--- src/rtl/sfp_accum.sv ---
// Sequential accumulator for the 9-bit small-float format: sums NTERMS products
// per frame through an ALIGN/ADD/NORM pipeline and presents the sum under valid/ready.
module sfp_accum #(
    parameter int unsigned EXP_W  = 4,
    parameter int unsigned SIG_W  = 4,
    parameter int unsigned FMT_W  = 1 + EXP_W + SIG_W,
    parameter int unsigned NTERMS = 4
) (
    input  logic             clk,
    input  logic             rst_n,
    input  logic             in_valid,
    output logic             in_ready,
    input  logic [FMT_W-1:0] in_data,
    output logic             out_valid,
    input  logic             out_ready,
    output logic [FMT_W-1:0] out_data,
    output logic             out_ovf
);

    localparam int unsigned SW    = SIG_W + 2;
    localparam int unsigned CNT_W = $clog2(NTERMS + 1);
    localparam logic [EXP_W-1:0] EXP_MAX = '1;

    typedef enum logic [2:0] {IDLE, ALIGN, ADD, NORM, OUT} state_t;

    state_t           state;
    logic [FMT_W-1:0] acc;
    logic [FMT_W-1:0] opnd;
    logic [CNT_W-1:0] count;
    logic             ovf;
    logic [SW-1:0]    sig_l;
    logic [SW-1:0]    sig_s;
    logic [EXP_W-1:0] exp_l;
    logic             sign_l;
    logic             sub;
    logic [SW:0]      sum;

    logic [EXP_W-1:0] a_exp, b_exp, big_exp, small_exp, shamt;
    logic [SW-1:0]    a_sig, b_sig, big_sig, small_sig, small_shift;
    logic             a_big;

    // Operand alignment: zero operands carry no significand, the smaller one is shifted down
    always_comb begin
        a_exp       = acc[FMT_W-2 -: EXP_W];
        b_exp       = opnd[FMT_W-2 -: EXP_W];
        a_sig       = (a_exp == '0) ? '0 : {1'b1, acc[SIG_W-1:0], 1'b0};
        b_sig       = (b_exp == '0) ? '0 : {1'b1, opnd[SIG_W-1:0], 1'b0};
        a_big       = (b_exp == '0) || ((a_exp != '0) && (acc[FMT_W-2:0] >= opnd[FMT_W-2:0]));
        big_sig     = a_big ? a_sig : b_sig;
        small_sig   = a_big ? b_sig : a_sig;
        big_exp     = a_big ? a_exp : b_exp;
        small_exp   = a_big ? b_exp : a_exp;
        shamt       = big_exp - small_exp;
        small_shift = small_sig >> shamt;
    end

    int               lz;
    int               nexp;
    int               rexp;
    logic [SW-1:0]    nsig;
    logic [SIG_W:0]   rmant;
    logic [FMT_W-1:0] res;
    logic             sat;

    // Normalize, round half-up, then flush or saturate
    always_comb begin
        lz = int'(SW);
        for (int i = 0; i < int'(SW); i++)
            if (sum[i]) lz = int'(SW) - 1 - i;
        if (sum[SW]) begin
            nsig = sum[SW:1];
            nexp = int'(exp_l) + 1;
        end else begin
            nsig = SW'(sum[SW-1:0] << lz);
            nexp = int'(exp_l) - lz;
        end
        rmant = {1'b0, nsig[SW-2:1]} + (SIG_W+1)'(nsig[0]);
        rexp  = rmant[SIG_W] ? nexp + 1 : nexp;
        sat   = 1'b0;
        if (sum == '0 || nexp < 1) begin
            res = '0;
        end else if (rexp > int'(EXP_MAX)) begin
            res = {sign_l, {(FMT_W-1){1'b1}}};
            sat = 1'b1;
        end else begin
            res = {sign_l, EXP_W'(rexp), rmant[SIG_W-1:0]};
        end
    end

    always_ff @(posedge clk or negedge rst_n) begin
        if (!rst_n) begin
            state     <= IDLE;
            acc       <= '0;
            opnd      <= '0;
            count     <= '0;
            ovf       <= 1'b0;
            sig_l     <= '0;
            sig_s     <= '0;
            exp_l     <= '0;
            sign_l    <= 1'b0;
            sub       <= 1'b0;
            sum       <= '0;
            in_ready  <= 1'b0;
            out_valid <= 1'b0;
            out_data  <= '0;
            out_ovf   <= 1'b0;
        end else begin
            case (state)
                IDLE: begin
                    if (in_valid && in_ready) begin
                        opnd     <= in_data;
                        count    <= count + CNT_W'(1);
                        in_ready <= 1'b0;
                        state    <= ALIGN;
                    end else begin
                        in_ready <= 1'b1;
                    end
                end
                ALIGN: begin
                    sig_l  <= big_sig;
                    sig_s  <= small_shift;
                    exp_l  <= big_exp;
                    sign_l <= a_big ? acc[FMT_W-1] : opnd[FMT_W-1];
                    sub    <= acc[FMT_W-1] ^ opnd[FMT_W-1];
                    state  <= ADD;
                end
                ADD: begin
                    sum   <= sub ? ({1'b0, sig_l} - {1'b0, sig_s})
                                 : ({1'b0, sig_l} + {1'b0, sig_s});
                    state <= NORM;
                end
                NORM: begin
                    acc <= res;
                    if (sat) ovf <= 1'b1;
                    if (count == CNT_W'(NTERMS)) begin
                        out_valid <= 1'b1;
                        out_data  <= res;
                        out_ovf   <= ovf | sat;
                        state     <= OUT;
                    end else begin
                        in_ready <= 1'b1;
                        state    <= IDLE;
                    end
                end
                OUT: begin
                    if (out_ready) begin
                        out_valid <= 1'b0;
                        acc       <= '0;
                        count     <= '0;
                        ovf       <= 1'b0;
                        in_ready  <= 1'b1;
                        state     <= IDLE;
                    end
                end
                default: state <= IDLE;
            endcase
        end
    end

endmodule

--- config.mk ---
export PLATFORM = sky130hd
export DESIGN_NAME = sfp_accum
export DESIGN_NICKNAME = d
export VERILOG_FILES = /design/src/rtl/sfp_accum.sv
export SDC_FILE = /design/constraint.sdc
export NUM_CORES = 1
export LEC_CHECK = 0
export CAP_MARGIN = 5
export CORE_MARGIN = 3
export CORE_UTILIZATION = 55
export CTS_CLUSTER_DIAMETER = 40
export DETAILED_ROUTE_END_ITERATION = 7
export PLACE_DENSITY = 0.72
export SLEW_MARGIN = 0
export SYNTH_ARGS = -nofsm -noshare
export SYNTH_HDL_FRONTEND = slang
export SYNTH_SLANG_ARGS = --single-unit
--- constraint.sdc ---
create_clock -name clk -period 5.5 [get_ports clk]
set_clock_uncertainty 0.05 [all_clocks]
set_input_delay 1.375 -clock clk [delete_from_list [all_inputs] [get_ports clk]]
set_output_delay 1.375 -clock clk [all_outputs]
set_load 0.01 [all_outputs]
==> reports/qor.yml <==
status:
  outcome: "finished, final reports clean"
timing:
  whs_ps: 440
  fmax_mhz: 272
  post-route-period-util_pct: 66.9
  fin_crit_ps: 3680
  hold_violations: 0
  tns_ps: 0
  worstMarginPinSlew_ps: 1230
  rsz0062_at_grt: "no"
  drv_slew: 0
  finalSetupViolations: 0
  relSlewSlack_pct: 18.0
placement:
  portBuffers: 24
  gp_congestion: 0.980
  postPlaceCellArea_sq_um: 4260
  dp_hpwl_mm: 6.66
logic_synthesis:
  yosysWarningCount: 0
  ys_ff_latch: 61
  synth_flop_cell: "dfrtp_1"
  syn_area_sq_um: 3960
  synth_common_cells: "61 x dfrtp_1, 53 x nand2_1, 38 x nor2_1"
  synthTopCellsByArea: "dfrtp_1 39%, ha_1 8.5%, nand2_1 5.0%"
  async_flop_share_pct: 100
  synth_edf_count: 0
  synth_area_leader_cell: "dfrtp_1"
  ys_types: 58
  seq_area_frac_synth_pct: 38.6
  yosys.cell_count.top_type: "dfrtp_1"
  synth_top_area_share_pct: 38.6
  avgSynthCellArea_sq_um: 9.21
  synth_fp_nets: 472
  syn_inst: 430
routing:
  drc: 0
  ant_nets: 0
  drt-pass1-iter-count: 4
  drt_iter0_drc: 209
  wl_mm: 9.02
  vias: 3193
  wire_per_inst_um: 16.4
  routed_via_density: 5.79
global_route:
  antenna_found_initial: 0
  grt_pass1_wl_mm: 15.4
  grt_max_degree: 43
  grt_usage_pct: 23.3
  grt_pass1_vias: 3124
  grt_overflow_total: 0
critical_path:
  cp.arrival_ps: 3890
  r2r-start: "acc[4]"
  cp-start-kind: "flop"
  path_cells: "ha_1, and4_4, a221oi_4, or4_4, and2_1, ha_1, or3_1, o22ai_1, o21ai_0, mux2_4, o22ai_1"
  end_kind: "flop"
  path_max_fanout: 15
  reg2reg_depth: 11
  worstSetupPathType: "flop to flop"
  crit_family: "simple AND/OR/NAND/NOR gates"
  cp.required_ps: 5710
  max_stage_delay_ps: 600
  slowest_stage: "ha_1"
  path_buf_inv: 0
  worst-path-stages: 11
  crit_path_start: "acc[4]"
die:
  core_area_sq_um: 6870
  die_height_um: 90.8
  die_w_um: 90.8
  rows: 30
  io_pins: 25
  dieArea_sq_um: 8250
  initial_core_util_pct: 57.6
cts:
  clkSlewWorstSetupHoldPaths_ps: 70
  numCtsBuffers: 9
  post_cts_resize_count: 0
  cts_tree: "built"
  clk_latency_ps: 350
  post_cts_buffers: 0
  cts_max_level: 3
  root_buffer: "clkbuf_8"
  cts.sinks: 61
  hold_buffers: 0
  clock_path_buffers: 2
finish:
  nets: 492
  finalInstanceArea_sq_um: 4480
  layout-drive-gt1-share_pct: 9.01
  syn2layout_area_growth_pct: 13.2
  antenna-diode-count: 0
min_path:
  hold_start: "sign_l"
  whs_path_depth: 2
  min_path_type: "flop to flop"
flow_run:
  drv_cap: 0
## state kept, by name (all words and copies together), names as in the netlist
signal and count:
sub 1, opnd 9, sign_l 1, sig_s 6, sig_l 5, count 3
ovf 1, out_valid 1, exp_l 4, acc 9, sum 7, out_ovf 1
state 3, in_ready 1, out_data 9
## worst register-to-register path, stage by stage (launching register included)
cell and delay (ps):
dfrtp_1 460, ha_1 600, and4_4 320, a221oi_4 100, or4_4 440, and2_1 170, ha_1 310, or3_1 450
o22ai_1 220, o21ai_0 100, mux2_4 280, o22ai_1 100
## final cells by class
| cell class | count | area [sq um] |
|---|---|---|
| Clock buffer | 9 | 124 |
| Inverter | 25 | 93.8 |
| Multi-Input combinational cell | 328 | 2280 |
| Timing Repair Buffer | 25 | 243 |
| Tap cell | 96 | 120 |
| Fill cell | 592 | 2390 |
| Sequential cell | 61 | 1530 |
| Clock inverter | 7 | 97.6 |
## per-layer routing
layer | wire length [um] | global-route usage (%) | vias to the layer above
li1 | - | - | 1562
met1 | 4400 | 32.9 | 1529
met2 | 4020 | 35.3 | 86
met3 | 464 | 5.83 | 16
met4 | 138 | 7.29 | 0
met5 | 0 | 0 | -
## path summary, 6_finish.rpt
kind	end	slack, ps
worst max-delay path	sig_s[1]	1820
worst min-delay path	sign_l	440
worst max register to register	sig_s[1]	1820
worst min register to register	sign_l	440
max in group asynchronous	sig_l[3]	3570
min in group asynchronous	sum[5]	940
## through the flow
| stage | utilization, % | setup slack [ps] | cells |
|---|---|---|---|
| 5_1_grt | 65.3 | 1620 | 551 |
| 2_1_floorplan | - | 2100 | 430 |
| 4_1_cts | 65.3 | 1850 | 551 |
| 3_3_place_gp | 62.0 | 1950 | 535 |
| 6_report | 65.3 | 1820 | 551 |
| 3_5_place_dp | 62.0 | 1880 | 535 |
## layout by cell type (no fill, tap or decap), types with 8 or more instances in the layout
master,netlist,routed
a21o_1,8,8
a21oi_1,18,18
a22o_1,20,20
clkbuf_8,0,9
clkdlybuf4s50_1,0,23
dfrtp_1,61,61
ha_1,27,27
inv_1,24,24
mux2i_1,12,12
nand2_1,53,53
nand3_1,9,9
nor2_1,38,38
nor3_1,8,8
o21ai_0,30,30
xnor2_1,16,16
## cells by family after synthesis
group | after synthesis | synth area share (%)
compound gates | 112 | 19.9
fa+ha+maj | 29 | 9.54
simple gates | 147 | 18.1
mux | 20 | 5.40
flops | 61 | 38.6
xor+xnor | 20 | 4.61
buf+inv | 41 | 3.89
Power is not shown: default switching activity piles up to over one toggle a cycle in this logic, so the estimate is an artifact.
